$ cat config.mk
export PLATFORM = sky130hd
export DESIGN_NAME = multicore_mem_port_arb_flat
export DESIGN_NICKNAME = d
export VERILOG_FILES = /design/src/rtl/multicore_mem_arb_pkg.sv /design/src/rtl/multicore_mem_port_arb_if.sv /design/src/rtl/multicore_mem_arb_rr_pick.sv /design/src/rtl/multicore_mem_port_arb.sv /design/src/flat_wrapper.sv
export SDC_FILE = /design/constraint.sdc
export NUM_CORES = 1
export LEC_CHECK = 0
export CORE_AREA = 4 4 126 128
export CTS_CLUSTER_DIAMETER = 60
export DETAILED_ROUTE_END_ITERATION = 7
export DIE_AREA = 0 0 130 132
export PLACE_DENSITY = 0.54
export SLEW_MARGIN = 20
export SYNTH_ARGS = -nofsm -noshare
export SYNTH_HDL_FRONTEND = slang
export SYNTH_SLANG_ARGS = --single-unit
$ cat constraint.sdc
create_clock -name clk -period 2.77 [get_ports clk]
set_input_delay 0.554 -clock clk [delete_from_list [all_inputs] [get_ports clk]]
set_output_delay 0.554 -clock clk [all_outputs]
set_load 0.005 [all_outputs]
$ cat src/rtl/multicore_mem_arb_pkg.sv
// Shared constants and types for the multicore memory port arbiter.
package multicore_mem_arb_pkg;

  localparam int NUM_REQ_MAX = 8;
  localparam int ID_W        = $clog2(NUM_REQ_MAX);

  typedef enum logic {ARB, LOCKED} lock_state_t;

endpackage

$ cat src/rtl/multicore_mem_port_arb_if.sv
// Requester-side Avalon-MM bundle for the memory port arbiter.
// m_lock exists only when MEM_ARB_LOCK_EN is defined.
interface multicore_mem_port_arb_if #(
  parameter int NUM_REQ = 4,
  parameter int ADDR_W  = 12,
  parameter int DATA_W  = 32
);
  logic [NUM_REQ*ADDR_W-1:0]     m_address;
  logic [NUM_REQ-1:0]            m_read;
  logic [NUM_REQ-1:0]            m_write;
  logic [NUM_REQ*DATA_W-1:0]     m_writedata;
  logic [NUM_REQ*(DATA_W/8)-1:0] m_byteenable;
  logic [NUM_REQ-1:0]            m_waitrequest;
  logic [DATA_W-1:0]             m_readdata;
  logic [NUM_REQ-1:0]            m_readdatavalid;
`ifdef MEM_ARB_LOCK_EN
  logic [NUM_REQ-1:0]            m_lock;
`endif

  modport master (
`ifdef MEM_ARB_LOCK_EN
    output m_lock,
`endif
    output m_address, m_read, m_write, m_writedata, m_byteenable,
    input  m_waitrequest, m_readdata, m_readdatavalid
  );

  modport slave (
`ifdef MEM_ARB_LOCK_EN
    input  m_lock,
`endif
    input  m_address, m_read, m_write, m_writedata, m_byteenable,
    output m_waitrequest, m_readdata, m_readdatavalid
  );

endinterface

$ cat src/rtl/multicore_mem_arb_rr_pick.sv
// Rotate-priority picker: first active request at or after rr_ptr wins, wrapping to 0.
module multicore_mem_arb_rr_pick #(
  parameter int NUM_REQ = 4,
  parameter int ID_W    = 3
) (
  input  logic [NUM_REQ-1:0] req,
  input  logic [ID_W-1:0]    rr_ptr,
  output logic [NUM_REQ-1:0] grant,
  output logic [ID_W-1:0]    id,
  output logic               any
);

  always_comb begin
    grant = '0;
    id    = '0;
    any   = 1'b0;
    // upper segment [rr_ptr..NUM_REQ-1] first, then the wrapped segment [0..rr_ptr-1]
    for (int j = 0; j < NUM_REQ; j++) begin
      if (!any && req[j] && (ID_W'(j) >= rr_ptr)) begin
        grant[j] = 1'b1;
        id       = ID_W'(j);
        any      = 1'b1;
      end
    end
    for (int j = 0; j < NUM_REQ; j++) begin
      if (!any && req[j] && (ID_W'(j) < rr_ptr)) begin
        grant[j] = 1'b1;
        id       = ID_W'(j);
        any      = 1'b1;
      end
    end
  end

endmodule

$ cat src/rtl/multicore_mem_port_arb.sv
// Round-robin arbiter sharing memory port s2 among NUM_REQ Avalon-MM requesters.
// Optional bus locking is enabled with MEM_ARB_LOCK_EN.
//   state  | meaning
//   ARB    | plain round-robin among all active requesters
//   LOCKED | only the recorded owner may be granted until it drops m_lock
module multicore_mem_port_arb
  import multicore_mem_arb_pkg::*;
#(
  parameter int NUM_REQ = 4,
  parameter int ADDR_W  = 12,
  parameter int DATA_W  = 32
) (
  input  logic                  clk,
  input  logic                  reset_n,
  input  logic                  freeze,
  multicore_mem_port_arb_if.slave bus,
  output logic [ADDR_W-1:0]     mem_address,
  output logic                  mem_chipselect,
  output logic                  mem_write,
  output logic [DATA_W-1:0]     mem_writedata,
  output logic [DATA_W/8-1:0]   mem_byteenable,
  output logic                  mem_clken,
  input  logic [DATA_W-1:0]     mem_readdata
);

  localparam int BE_W = DATA_W/8;

  logic [ID_W-1:0]    rr_ptr, ptr_nxt, win_id, rd_id;
  logic               rd_pend, any, rd_accept;
  logic [NUM_REQ-1:0] active, eligible, grant;

  function automatic logic [ID_W-1:0] next_id(input logic [ID_W-1:0] id);
    return (id == ID_W'(NUM_REQ-1)) ? '0 : id + ID_W'(1);
  endfunction

  // write wins when both strobes are high
  assign active = bus.m_read | bus.m_write;

`ifdef MEM_ARB_LOCK_EN
  lock_state_t        state, state_nxt;
  logic [ID_W-1:0]    owner, owner_nxt;
  logic [NUM_REQ-1:0] owner_mask;
  logic               owner_lock, win_lock, unlock;

  always_comb begin
    owner_mask = '0;
    owner_lock = 1'b0;
    for (int j = 0; j < NUM_REQ; j++) begin
      if (owner == ID_W'(j)) begin
        owner_mask[j] = 1'b1;
        owner_lock    = bus.m_lock[j];
      end
    end
  end

  assign win_lock = |(grant & bus.m_lock);

  always_comb begin
    state_nxt = state;
    owner_nxt = owner;
    unlock    = 1'b0;
    case (state)
      ARB: begin
        if (any && win_lock) begin
          state_nxt = LOCKED;
          owner_nxt = win_id;
        end
      end
      LOCKED: begin
        if (!owner_lock) begin
          state_nxt = ARB;
          unlock    = 1'b1;
        end
      end
      default: state_nxt = ARB;
    endcase
  end

  always_ff @(posedge clk or negedge reset_n) begin
    if (!reset_n) begin
      state <= ARB;
      owner <= '0;
    end else begin
      state <= state_nxt;
      owner <= owner_nxt;
    end
  end

  assign eligible = ((state == LOCKED) ? (active & owner_mask) : active)
                    & {NUM_REQ{reset_n & ~freeze}};
`else
  assign eligible = active & {NUM_REQ{reset_n & ~freeze}};
`endif

  multicore_mem_arb_rr_pick #(.NUM_REQ(NUM_REQ), .ID_W(ID_W)) u_pick (
    .req    (eligible),
    .rr_ptr (rr_ptr),
    .grant  (grant),
    .id     (win_id),
    .any    (any)
  );

  always_comb begin
    mem_address    = '0;
    mem_writedata  = '0;
    mem_byteenable = '0;
    mem_write      = 1'b0;
    for (int j = 0; j < NUM_REQ; j++) begin
      if (grant[j]) begin
        mem_address    = bus.m_address[j*ADDR_W +: ADDR_W];
        mem_writedata  = bus.m_writedata[j*DATA_W +: DATA_W];
        mem_byteenable = bus.m_byteenable[j*BE_W +: BE_W];
        mem_write      = bus.m_write[j];
      end
    end
  end

  assign mem_chipselect    = any;
  assign mem_clken         = reset_n;
  assign rd_accept         = any & ~mem_write;
  assign bus.m_waitrequest = ~grant;
  assign bus.m_readdata    = mem_readdata;

  always_comb begin
    bus.m_readdatavalid = '0;
    for (int j = 0; j < NUM_REQ; j++)
      bus.m_readdatavalid[j] = rd_pend && (rd_id == ID_W'(j));
  end

  always_comb begin
    ptr_nxt = rr_ptr;
    if (any) ptr_nxt = next_id(win_id);
`ifdef MEM_ARB_LOCK_EN
    if (unlock) ptr_nxt = next_id(owner);
`endif
  end

  always_ff @(posedge clk or negedge reset_n) begin
    if (!reset_n) begin
      rr_ptr  <= '0;
      rd_pend <= 1'b0;
      rd_id   <= '0;
    end else begin
      rr_ptr  <= ptr_nxt;
      rd_pend <= rd_accept;
      if (rd_accept) rd_id <= win_id;
    end
  end

  always @(posedge clk) begin
    if (reset_n) begin
      for (int j = 0; j < NUM_REQ; j++)
        assert (!(bus.m_read[j] && bus.m_write[j]))
          else $warning("requester %0d drives m_read and m_write together; treated as a write", j);
    end
  end

endmodule

$ cat src/flat_wrapper.sv
// flat-port wrapper written by rule: the top's interface ports become plain ports
module multicore_mem_port_arb_flat import multicore_mem_arb_pkg::*;
#(
  parameter int NUM_REQ = 4,
  parameter int ADDR_W  = 12,
  parameter int DATA_W  = 32
)
  (clk, reset_n, freeze, mem_address, mem_chipselect, mem_write, mem_writedata, mem_byteenable, mem_clken, mem_readdata, bus_m_address, bus_m_read, bus_m_write, bus_m_writedata, bus_m_byteenable, bus_m_waitrequest, bus_m_readdata, bus_m_readdatavalid);
  multicore_mem_port_arb_if #(.NUM_REQ(NUM_REQ), .ADDR_W(ADDR_W), .DATA_W(DATA_W)) bus_i ();
  input  logic clk;
  input  logic reset_n;
  input  logic freeze;
  output logic [ADDR_W-1:0] mem_address;
  output logic mem_chipselect;
  output logic mem_write;
  output logic [DATA_W-1:0] mem_writedata;
  output logic [DATA_W/8-1:0] mem_byteenable;
  output logic mem_clken;
  input  logic [DATA_W-1:0] mem_readdata;
  input wire logic [$bits(bus_i.m_address)-1:0] bus_m_address;
  input wire logic [$bits(bus_i.m_read)-1:0] bus_m_read;
  input wire logic [$bits(bus_i.m_write)-1:0] bus_m_write;
  input wire logic [$bits(bus_i.m_writedata)-1:0] bus_m_writedata;
  input wire logic [$bits(bus_i.m_byteenable)-1:0] bus_m_byteenable;
  output wire logic [$bits(bus_i.m_waitrequest)-1:0] bus_m_waitrequest;
  output wire logic [$bits(bus_i.m_readdata)-1:0] bus_m_readdata;
  output wire logic [$bits(bus_i.m_readdatavalid)-1:0] bus_m_readdatavalid;
  assign bus_i.m_address = bus_m_address;
  assign bus_i.m_read = bus_m_read;
  assign bus_i.m_write = bus_m_write;
  assign bus_i.m_writedata = bus_m_writedata;
  assign bus_i.m_byteenable = bus_m_byteenable;
  assign bus_m_waitrequest = bus_i.m_waitrequest;
  assign bus_m_readdata = bus_i.m_readdata;
  assign bus_m_readdatavalid = bus_i.m_readdatavalid;
  multicore_mem_port_arb #(.NUM_REQ(NUM_REQ), .ADDR_W(ADDR_W), .DATA_W(DATA_W)) u_core (.clk(clk), .reset_n(reset_n), .freeze(freeze), .bus(bus_i), .mem_address(mem_address), .mem_chipselect(mem_chipselect), .mem_write(mem_write), .mem_writedata(mem_writedata), .mem_byteenable(mem_byteenable), .mem_clken(mem_clken), .mem_readdata(mem_readdata));
endmodule
Word-level counts from Yosys, hierarchy flattened:

Index checks and enable logic that the tools add are counted.
W data, S select, Z words.

* input port bits: 235
* output and inout bits: 91
* bits in registers: 7
* logic and storage cells: 89

* equal/unequal tests: 4
* add/subtract/negate cells: 1
* multiplexer cells: 39
* reductions and logical operators: 27
* order comparisons: 8
* bitwise logic cells: 7

Operators with widths (number)
* $mux W32: 4
* $mux W12: 4
* $mux W3: 7
* $mux W1: 20
* $logic_and A1 B1 Y1: 19
* $mux W4: 4
* $eq A3 B2 Y1 const B: 3
* $logic_not A1 Y1: 7
* $ge A1 B3 Y1 const A: 2
* $ge A2 B3 Y1 const A: 2
* $lt A1 B3 Y1 const A: 2
* $lt A2 B3 Y1 const A: 2
* $and A4 B4 Y4: 1
* $not A4 Y4: 1
* $or A4 B4 Y4: 1
* $add A3 B1 Y3 const B: 1
* $eq A3 B1 Y1 const B: 1
* $logic_not A3 Y1: 1
* $and A1 B1 Y1: 2
* $not A1 Y1: 2

Depth between registers and ports, before layout:

Gate-level depths: netlist (run 1).

* depth after elaboration: 36
* gate-level depth with buffers: 8

Hierarchy:

From an unflattened synthesis (run 1), not the netlist that was laid out.

* cells, all modules: 336
* area, all modules: 2182.1 um^2

By module, submodules not included
* multicore_mem_port_arb: cells each 302, area each 1969.4 um^2, times used 1
* multicore_mem_arb_rr_pick: cells each 34, area each 212.7 um^2, times used 1

Least setup slack after synthesis (run 1):

Ideal clock, no wire load.

* path type: in2out
* start point: in bus_m_write[1]
* end point: out mem_writedata[15]
* data arrival time: 1773 ps
* stages on the path: 7
* setup slack: 443 ps
* path through: nor4_1 -> o211ai_1 -> nor2_2 -> buf_4 -> buf_2 -> a222oi_1 -> nand2_1

* longest elaborated chain between the ends: 30

RTL lines
* start, declared: line flat_wrapper.sv:22 `input wire logic [$bits(bus_i.m_write)-1:0] bus_m_write;`
* $or A4 B4 Y4 *: line multicore_mem_port_arb.sv:37 `assign active = bus.m_read | bus.m_write;`
* $and A4 B4 Y4 *: line multicore_mem_port_arb.sv:92 `assign eligible = active & {NUM_REQ{reset_n & ~freeze}};`
* $logic_and A1 B1 Y1 (2 in a row): line multicore_mem_arb_rr_pick.sv:19 `if (!any && req[j] && (ID_W'(j) >= rr_ptr)) begin`
* $mux W1: line multicore_mem_arb_rr_pick.sv:19
* $logic_not A1 Y1: line multicore_mem_arb_rr_pick.sv:19
* $logic_and A1 B1 Y1 (2 in a row): line multicore_mem_arb_rr_pick.sv:19
* $mux W1: line multicore_mem_arb_rr_pick.sv:19
* $logic_not A1 Y1: line multicore_mem_arb_rr_pick.sv:19
* (+10 left out)
* $mux W1: line multicore_mem_arb_rr_pick.sv:26 `if (!any && req[j] && (ID_W'(j) < rr_ptr)) begin`
* $logic_not A1 Y1: line multicore_mem_arb_rr_pick.sv:26
* $logic_and A1 B1 Y1 (2 in a row): line multicore_mem_arb_rr_pick.sv:26
* $mux W1: line multicore_mem_arb_rr_pick.sv:26
* $logic_not A1 Y1: line multicore_mem_arb_rr_pick.sv:26
* $logic_and A1 B1 Y1 (2 in a row): line multicore_mem_arb_rr_pick.sv:26
* $mux W1: line multicore_mem_arb_rr_pick.sv:26
* $mux W32 *: line multicore_mem_port_arb.sv:109 `if (grant[j]) begin`
* end, declared: line flat_wrapper.sv:16 `output logic [DATA_W-1:0] mem_writedata;`

Every way passes the cells marked *; elsewhere a longest branch is shown, timed or not.

Worst setup path in the final report (run 1):

* start point: reg u_core.rr_ptr[0]
* end point: out mem_writedata[27]

* longest elaborated chain between the ends: 32

RTL lines
* start, declared: line multicore_mem_port_arb.sv:28 `logic [ID_W-1:0] rr_ptr, ptr_nxt, win_id, rd_id;`
* start signal, assigned: line multicore_mem_port_arb.sv:144 `rr_ptr <= ptr_nxt;`
* $ge A1 B3 Y1: line multicore_mem_arb_rr_pick.sv:19
* $logic_and A1 B1 Y1: line multicore_mem_arb_rr_pick.sv:19
* $mux W1: line multicore_mem_arb_rr_pick.sv:19
* $logic_not A1 Y1: line multicore_mem_arb_rr_pick.sv:19
* $logic_and A1 B1 Y1 (2 in a row): line multicore_mem_arb_rr_pick.sv:19
* $mux W1: line multicore_mem_arb_rr_pick.sv:19
* $logic_not A1 Y1: line multicore_mem_arb_rr_pick.sv:19
* $logic_and A1 B1 Y1 (2 in a row): line multicore_mem_arb_rr_pick.sv:19
* (+12 left out)
* $mux W1: line multicore_mem_arb_rr_pick.sv:26
* $logic_not A1 Y1: line multicore_mem_arb_rr_pick.sv:26
* $logic_and A1 B1 Y1 (2 in a row): line multicore_mem_arb_rr_pick.sv:26
* $mux W1: line multicore_mem_arb_rr_pick.sv:26
* $logic_not A1 Y1: line multicore_mem_arb_rr_pick.sv:26
* $logic_and A1 B1 Y1 (2 in a row): line multicore_mem_arb_rr_pick.sv:26
* $mux W1: line multicore_mem_arb_rr_pick.sv:26
* $mux W32 *: line multicore_mem_port_arb.sv:109

Marks and branches as above.

==> flow_summary.json, run 1 <==
{
  "status": "finished with violations",
  "failed_checks": "setup timing",
  "seq_area_um2": 128,
  "r2r_end": "u_core.rd_id[1]",
  "cts_hold_buf": 0,
  "routed_via_density": 4.46,
  "synth_top_area_share_pct": 28.3,
  "synth_area_um2": 1700,
  "antenna_found_initial": 0,
  "synthAdderAreaFrac_pct": 0,
  "rsz0062_at_grt": "true",
  "powerDensity_nw_per_um2": 381,
  "core-area_um2": 14900,
  "final_common_cell": "clkdlybuf4s50_1",
  "num-fill-cells": 1567,
  "yosysSeqAreaShare_pct": 7.36,
  "clkSinkCount": 5,
  "ctsRootBufferMaster": "clkbuf_16",
  "hp-class": "input port to async pin",
  "drtIter0Drc": 300,
  "syn_inst": 262,
  "antenna_left": 0,
  "slew_headroom_pct": 75.0,
  "grt_max_degree": 28,
  "fin_crit_sh_pct": 100,
  "dp_hpwl_mm": 9.86,
  "startpoint_type": "flop",
  "grt_pass1_wl_mm": 18.9,
  "avgSynthCellArea_um2": 6.49,
  "clk_pin_slew_ns": 0.03,
  "hold_viol_final": 0,
  "setup_tns_ns": -0.00846,
  "period_needed_ns": 2.78,
  "syn2layout_area_growth_pct": 210,
  "yosysTopAreaCell": "a222oi_1",
  "synth-edff-count": 0,
  "synth_simple_gate_area_share_pct": 34.1,
  "path_class": "flop to primary output",
  "synth-main-ff-cell": "dfrtp_1",
  "end_kind": "primary output",
  "numCtsBuffers": 3,
  "final_cell_mix": "clkdlybuf4s50_1 (198), nand2_1 (95), a222oi_1 (48)",
  "fmax_mhz": 360,
  "r2r_start": "u_core.rr_ptr[0]",
  "async_flop_share_pct": 100,
  "drive_gt1_share_pct": 32.1,
  "placementRows": 45,
  "required_ns": 2.22,
  "arrival_ns": 2.22,
  "r2r_slack_ns": 0.56,
  "grt.total_usage_pct": 13.8,
  "cts_tree": "built",
  "die_w_um": 130,
  "ir_drop_uv": 211,
  "place_area_um2": 4620,
  "design_area_um2": 5270,
  "dieArea_um2": 17200,
  "gp_congestion": 0.825,
  "layout.nets": 794,
  "initial_utilization_pct": 11.4,
  "crit_path_max_fanout": 6,
  "die_height_um": 132,
  "r2r_cells": 9,
  "drcViolationCount": 0,
  "max-cap-violations": 0,
  "tightestPinTransition_ns": 0.370,
  "synthXorXnorAreaFrac_pct": 0,
  "totalWireLength_mm": 13.9,
  "synthMuxAreaShare_pct": 0,
  "grt_overflow": 0,
  "p_leak_nw": 2.32,
  "ys_types": 35,
  "synth_top_family_by_area": "compound AO/OA/AOI/OAI gates",
  "synth-compound-area-share_pct": 35.7,
  "fin_cells": 746,
  "synth-seq-cells": 5,
  "clk-insertion-delay-late_ns": 0.23,
  "clock_path_buffers": 2,
  "port_buffers": 261,
  "htreeDepth": 1,
  "first_global_vias": 3568,
  "io_pins": 326,
  "insertedDiodeCount": 0,
  "synth_fp_nets": 497,
  "yosys-top-cells-area": "a222oi_1 (28%), nand2_1 (23%), buf_4 (15%)",
  "multi_input_area_um2": 1380,
  "ys_warn_count": 0,
  "routed-via-count": 3325,
  "finalWorstSetupSlack_ns": -0.00846,
  "firstDrtPassIters": 5,
  "fin_skew_ns": 0.000293,
  "drv_slew": 0,
  "finalSetupViolCount": 1,
  "place_inst": 701,
  "crit_start": "u_core.rr_ptr[0]",
  "wl_per_cell_um": 18.6
}
metrics by stage:
stage / hold WS, ns / total power [mW] / setup WS, ns / util, %
2_1_floorplan: 0.258 / 0.632 / 0.443 / -
4_1_cts: 0.425 / 1.88 / -0.0576 / 34.2
6_report: 0.433 / 2.01 / -0.00846 / 35.4
5_1_grt: 0.453 / 2.15 / -0.120 / 35.4
3_5_place_dp: 0.557 / 1.53 / -0.729 / 31.1
3_3_place_gp: 0.546 / 1.52 / -0.698 / 31.1
routing by layer:
metal	part of all wire, %	vias up	global-route usage (%)
met2	52	208	25.9
met4	0.79	0	2.19
li1	-	1570	-
met1	37	1533	15.5
met5	0	-	0
met3	10	14	3.81
cells in the mapped netlist (3+ instances only):
master,n
nand2_1,102
nor4_1,3
buf_4,35
inv_1,5
dfrtp_1,5
a222oi_1,48
clkbuf_1,9
a21oi_1,3
buf_6,3
o21bai_1,3
nor2_1,11
buf_2,7
final cells by class:
class	instances	area share (%)
Sequential cell	5	2.42
Tap cell	188	4.47
Clock buffer	4	1.50
Timing Repair Buffer	346	65.0
Inverter	6	0.428
Multi-Input combinational cell	197	26.2
cell families (layout without fill, tap and decap cells):
kind of cell / count (synthesis) / count (layout)
buffers and inverters: 60 / 356
AND/OR/NAND/NOR: 132 / 132
flip-flops: 5 / 5
AO/OA/AOI/OAI: 65 / 65
how the worst max path moves through the flow:
stage	to	slack, ns	cells past startpoint
after CTS	mem_writedata[2]	-0.06	9
after global placement	mem_writedata[8]	-0.70	8
final	mem_writedata[27]	-0.008	10
after floorplan	mem_writedata[15]	0.44	7
after global routing	mem_writedata[23]	-0.12	10
after detailed placement	mem_writedata[20]	-0.73	8
critical path, stage by stage (launching register included):
cell and delay, ns:
dfrtp_2 0.44, buf_6 0.13, o21bai_4 0.17, o211ai_1 0.19, nor2_4 0.11, buf_8 0.16, buf_6 0.12, buf_6 0.10
a222oi_1 0.31, nand2_1 0.10, buf_2 0.14
sequential cells by signal, indices dropped and copies added, names as in the netlist:
signal and count:
u_core.rd_pend 1, u_core.rd_id 2, u_core.rr_ptr 2
power breakdown:
group	internal, mW	switching [mW]	leakage, nW	total (mW)
Combinational	0.988	0.638	2.23	1.63
Clock	0.191	0.0472	0.0382	0.238
Sequential	0.105	0.0377	0.0597	0.143
Total	1.28	0.723	2.32	2.01
timing repair:
action                                  CTS  global route
pin swaps                                61            56
endpoints found under the setup margin   54            52
cloned                                    7             4
setup buffers                            25            14
gates resized for setup                 277            60
Power figures use the tool's default switching activity.
==> run 2, diff against run 1 <==
Settings changed: CORE_AREA 4 4 126 128 to 2 2 127 129, DIE_AREA 0 0 130 132 to 0 0 129 131, PLACE_DENSITY 0.54 to 0.52.
==> flow_summary.json, run 2 (same netlist as run 1, synthesis figures left out) <==
{
  "status": "finished with violations",
  "failed_checks": "setup timing",
  "insertedDiodeCount": 0,
  "finalWorstSetupSlack_ns": -0.133,
  "clkSinkCount": 5,
  "end_kind": "primary output",
  "num-fill-cells": 1655,
  "wl_per_cell_um": 18.3,
  "swShare_pct": 36.5,
  "powerDensity_nw_per_um2": 375,
  "initial_utilization_pct": 10.9,
  "drtIter0Drc": 332,
  "crit_path_max_fanout": 6,
  "max-cap-violations": 0,
  "layout.nets": 773,
  "place_area_um2": 4550,
  "dieArea_um2": 16900,
  "clkPwrFrac_pct": 12.7,
  "first_global_vias": 3082,
  "hold_viol_final": 0,
  "ir_drop_uv": 167,
  "slew_headroom_pct": 68.7,
  "drcViolationCount": 0,
  "p_switching_mw": 0.695,
  "clk_pin_slew_ns": 0.03,
  "r2r_slack_ns": 0.73,
  "crit_family": "compound AO/OA/AOI/OAI gates",
  "dp_hpwl_mm": 9.59,
  "syn2layout_area_growth_pct": 199,
  "grt_pass1_wl_mm": 16.9,
  "startpoint_type": "flop",
  "cts_tree": "built",
  "htreeDepth": 1,
  "clk-insertion-delay-late_ns": 0.23,
  "crit_start": "u_core.rr_ptr[1]",
  "dp_slack_ns": -0.775,
  "final_common_cell": "clkdlybuf4s50_1",
  "path_class": "flop to primary output",
  "die_w_um": 129,
  "fin_cells": 753,
  "r2r_cells": 8,
  "hp-class": "input port to async pin",
  "required_ns": 2.22,
  "io_pins": 326,
  "crit_buf_inv": 4,
  "p_int_mw": 1.21,
  "design_area_um2": 5080,
  "grt_overflow": 0,
  "ctsRootBufferMaster": "clkbuf_16",
  "numCtsBuffers": 3,
  "period_needed_ns": 2.90,
  "cpMaxStageDelayCell": "dfrtp_2",
  "core-area_um2": 15600,
  "arrival_ns": 2.35,
  "max_stage_delay_ns": 0.43,
  "grt_max_degree": 26,
  "drv_slew": 0,
  "routed_via_density": 4.24,
  "die_height_um": 131,
  "clock_path_buffers": 2,
  "rsz0062_at_grt": "true",
  "crit_chain": "o21bai_1 -> a211oi_2 -> nor2_4 -> buf_12 -> buf_16 -> buf_4 -> a222oi_1 -> nand2_1 -> buf_2",
  "antenna_found_initial": 0,
  "top_regs": "u_core.rd_id: 2 flops, u_core.rr_ptr: 2 flops, u_core.rd_pend: 1 flops",
  "antenna_left": 0,
  "place_inst": 715,
  "final_cell_mix": "clkdlybuf4s50_1 (200), nand2_1 (102), a222oi_1 (48)",
  "firstDrtPassIters": 5,
  "crit_end": "mem_writedata[11]",
  "r2r_start": "u_core.rr_ptr[1]",
  "grt.total_usage_pct": 13.1,
  "port_buffers": 261,
  "fin_skew_ns": 0.000505,
  "pwr-share-comb_pct": 80.0,
  "r2r_end": "u_core.rd_id[1]",
  "tightestPinTransition_ns": 0.470,
  "worst-path-stages": 9,
  "fin_hold_ws_ns": 0.384,
  "routed-via-count": 3193,
  "placementRows": 46,
  "totalWireLength_mm": 13.8,
  "p_leak_nw": 2.28,
  "fin_crit_sh_pct": 105,
  "gp_congestion": 0.854,
  "p_total_mw": 1.91,
  "p_seq_share_pct": 7.4,
  "fmax_mhz": 344,
  "drive_gt1_share_pct": 23.8,
  "finalSetupViolCount": 25
}
run 2: per-layer routing:
metal	share of wire, %	vias up	GRT usage [%]
li1	-	1528	-
met1	37	1447	15.0
met2	54	200	25.0
met3	8.0	18	2.52
met4	1.5	0	3.13
met5	0	-	0
run 2: layout make-up:
class	instances	area, um^2	share of cell area [%]
Multi-Input combinational cell	197	1290	25.4
Tap cell	216	270	5.32
Sequential cell	5	128	2.51
Inverter	6	22.5	0.443
Clock buffer	4	78.8	1.55
Timing Repair Buffer	325	3290	64.8
run 2: through the flow:
step / TNS [ns] / util (%)
6_report: -1.50 / 32.6
5_1_grt: -4.69 / 32.6
4_1_cts: -3.42 / 31.1
3_5_place_dp: -30.59 / 29.2
3_3_place_gp: -31.68 / 29.2
2_1_floorplan: 0 / -
run 2: how the worst min path moves through the flow:
stage                          startpoint          endpoint  slack [ns]  cells after the start
after floorplan                   reset_n   u_core.rd_id[0]        0.26                      0
after global placement    u_core.rd_id[1]   u_core.rd_id[1]        0.55                      1
after detailed placement  u_core.rd_id[1]   u_core.rd_id[1]        0.56                      1
after CTS                         reset_n    u_core.rd_pend        0.40                      2
after global routing              reset_n    u_core.rd_pend        0.42                      2
final                             reset_n  u_core.rr_ptr[1]        0.38                      2
run 2: power by group through the flow:
stage,Combinational [mW],Sequential [mW],Clock (mW)
detailed placement,1.33,0.135,0
CTS,1.44,0.136,0.244
floorplan,0.513,0.119,0
finish,1.52,0.140,0.242
global placement,1.33,0.136,0
global route,1.64,0.146,0.252
run 2: what timing repair did:
item / 4_1_cts / 5_1_grt
gates resized for setup: 115 / 75
setup buffers: 8 / 16
gates cloned: 5 / 7
hold buffers: 0 / 0
endpoints found under the setup margin: 54 / 51
pin swaps: 21 / 83
==> run 3, diff against run 2 <==
Settings changed: HOLD_SLACK_MARGIN from default to 0.06.
Clock period 2.77 ns to 2.8 ns, I/O delays scaled along.
==> flow_summary.json, run 3 (same netlist as run 1, synthesis figures left out) <==
{
  "crit_path_max_fanout": 7,
  "gp_congestion": 0.833,
  "status": "finished with violations",
  "fin_skew_ns": 0.00130,
  "tightestPinTransition_ns": 0.471,
  "top_regs": "u_core.rd_id: 2 flops, u_core.rr_ptr: 2 flops, u_core.rd_pend: 1 flops",
  "p_leak_nw": 2.12,
  "arrival_ns": 2.32,
  "antenna_left": 0,
  "final_cell_mix": "clkdlybuf4s50_1 (199), nand2_1 (102), a222oi_1 (48)",
  "clk_pin_slew_ns": 0.03,
  "setup_tns_ns": -0.146,
  "dp_hpwl_mm": 9.51,
  "die_w_um": 129,
  "rsz0062_at_grt": "true",
  "fin_crit_sh_pct": 103,
  "ir_drop_uv": 172,
  "clkSinkCount": 5,
  "failed_checks": "setup timing",
  "slew_headroom_pct": 68.6,
  "drv_slew": 0,
  "cts_tree": "built",
  "core-area_um2": 15600,
  "grt.total_usage_pct": 13.5,
  "required_ns": 2.24,
  "firstDrtPassIters": 7,
  "numCtsBuffers": 3,
  "antenna_found_initial": 0,
  "insertedDiodeCount": 0,
  "fmax_mhz": 347,
  "grt_max_degree": 26,
  "htreeDepth": 1,
  "dieArea_um2": 16900,
  "max-cap-violations": 0,
  "powerDensity_nw_per_um2": 372,
  "port_buffers": 261,
  "syn2layout_area_growth_pct": 192,
  "clk-insertion-delay-late_ns": 0.23,
  "routed_via_density": 4.32,
  "num-fill-cells": 1684,
  "grt_overflow": 0,
  "grt_pass1_wl_mm": 17.3,
  "finalSetupViolCount": 3,
  "final_common_cell": "clkdlybuf4s50_1",
  "drtIter0Drc": 265,
  "hold_viol_final": 0,
  "final_core_util_pct": 31.8,
  "cts_hold_buf": 0,
  "multi_input_area_um2": 1290,
  "drcViolationCount": 0,
  "finalWorstSetupSlack_ns": -0.0826,
  "fin_hold_ws_ns": 0.353,
  "die_height_um": 131,
  "io_pins": 326,
  "end_kind": "primary output",
  "period_needed_ns": 2.88,
  "layout.nets": 765,
  "path_class": "flop to primary output",
  "first_global_vias": 3105,
  "routed-via-count": 3220,
  "drive_gt1_share_pct": 25.1,
  "p_total_mw": 1.84,
  "wl_per_cell_um": 18.1,
  "seq_area_um2": 128,
  "placementRows": 46,
  "ctsRootBufferMaster": "clkbuf_16",
  "startpoint_type": "flop",
  "clock_path_buffers": 2,
  "hp-class": "input port to async pin",
  "initial_utilization_pct": 10.9,
  "totalWireLength_mm": 13.5
}
run 3: final timing paths:
path                                  start  slack (ns)                end  cells after the start
setup reg to reg           u_core.rr_ptr[0]        0.70    u_core.rd_id[1]                      7
setup / recovery           u_core.rr_ptr[1]       -0.08  mem_writedata[14]                      9
hold / removal                      reset_n        0.35     u_core.rd_pend                      2
hold reg to reg             u_core.rd_id[1]        0.56    u_core.rd_id[1]                      1
min in group clk            u_core.rd_id[1]        0.56    u_core.rd_id[1]                      1
max in group asynchronous           reset_n        2.32   u_core.rr_ptr[1]                      2
run 3: critical path, cell delays in order, from the launching register on:
cell and delay (ns):
dfrtp_2 0.43, buf_6 0.13, nor4bb_1 0.13, a211oi_2 0.28, nor2_4 0.12, buf_6 0.15, buf_16 0.14, a222oi_1 0.46
nand2_1 0.11, buf_2 0.14
run 3: where the power goes:
part | internal (mW) | total, mW | leakage, nW | switching (mW)
combinational | 0.873 | 1.47 | 2.02 | 0.595
clock | 0.189 | 0.239 | 0.0382 | 0.0496
sequential | 0.104 | 0.138 | 0.0597 | 0.0343
total | 1.17 | 1.84 | 2.12 | 0.679
run 3: final cells by class:
cell class	instances	share of cell area, %
clock buffers	4	1.59
multi-input cells	197	26.1
flip-flops and latches	5	2.58
well taps	216	5.46
inverters	6	0.455
repair buffers	317	63.8
run 3: metal layers:
layer	wire (um)	vias up	global-route usage [%]	share of wire, %
met5	0	-	0	0
met4	282	0	3.84	2.1
met3	1210	21	2.89	9.0
met2	7050	211	26.3	52
met1	4950	1471	14.6	37
li1	-	1517	-	-
run 3: per-stage QoR:
stage | cells | area (um^2) | setup slack [ns]
after global placement | 714 | 4540 | -0.773
after global routing | 745 | 4950 | -0.134
after detailed placement | 714 | 4540 | -0.763
final | 745 | 4950 | -0.0826
after floorplan | 262 | 1700 | 0.461
after CTS | 736 | 4930 | -0.0604
run 3: repair_timing:
item / 4_1_cts / 5_1_grt
setup buffers: 13 / 6
cloned: 7 / 3
setup endpoints to repair: 54 / 53
gates resized for setup: 163 / 65
pin swaps: 76 / 54
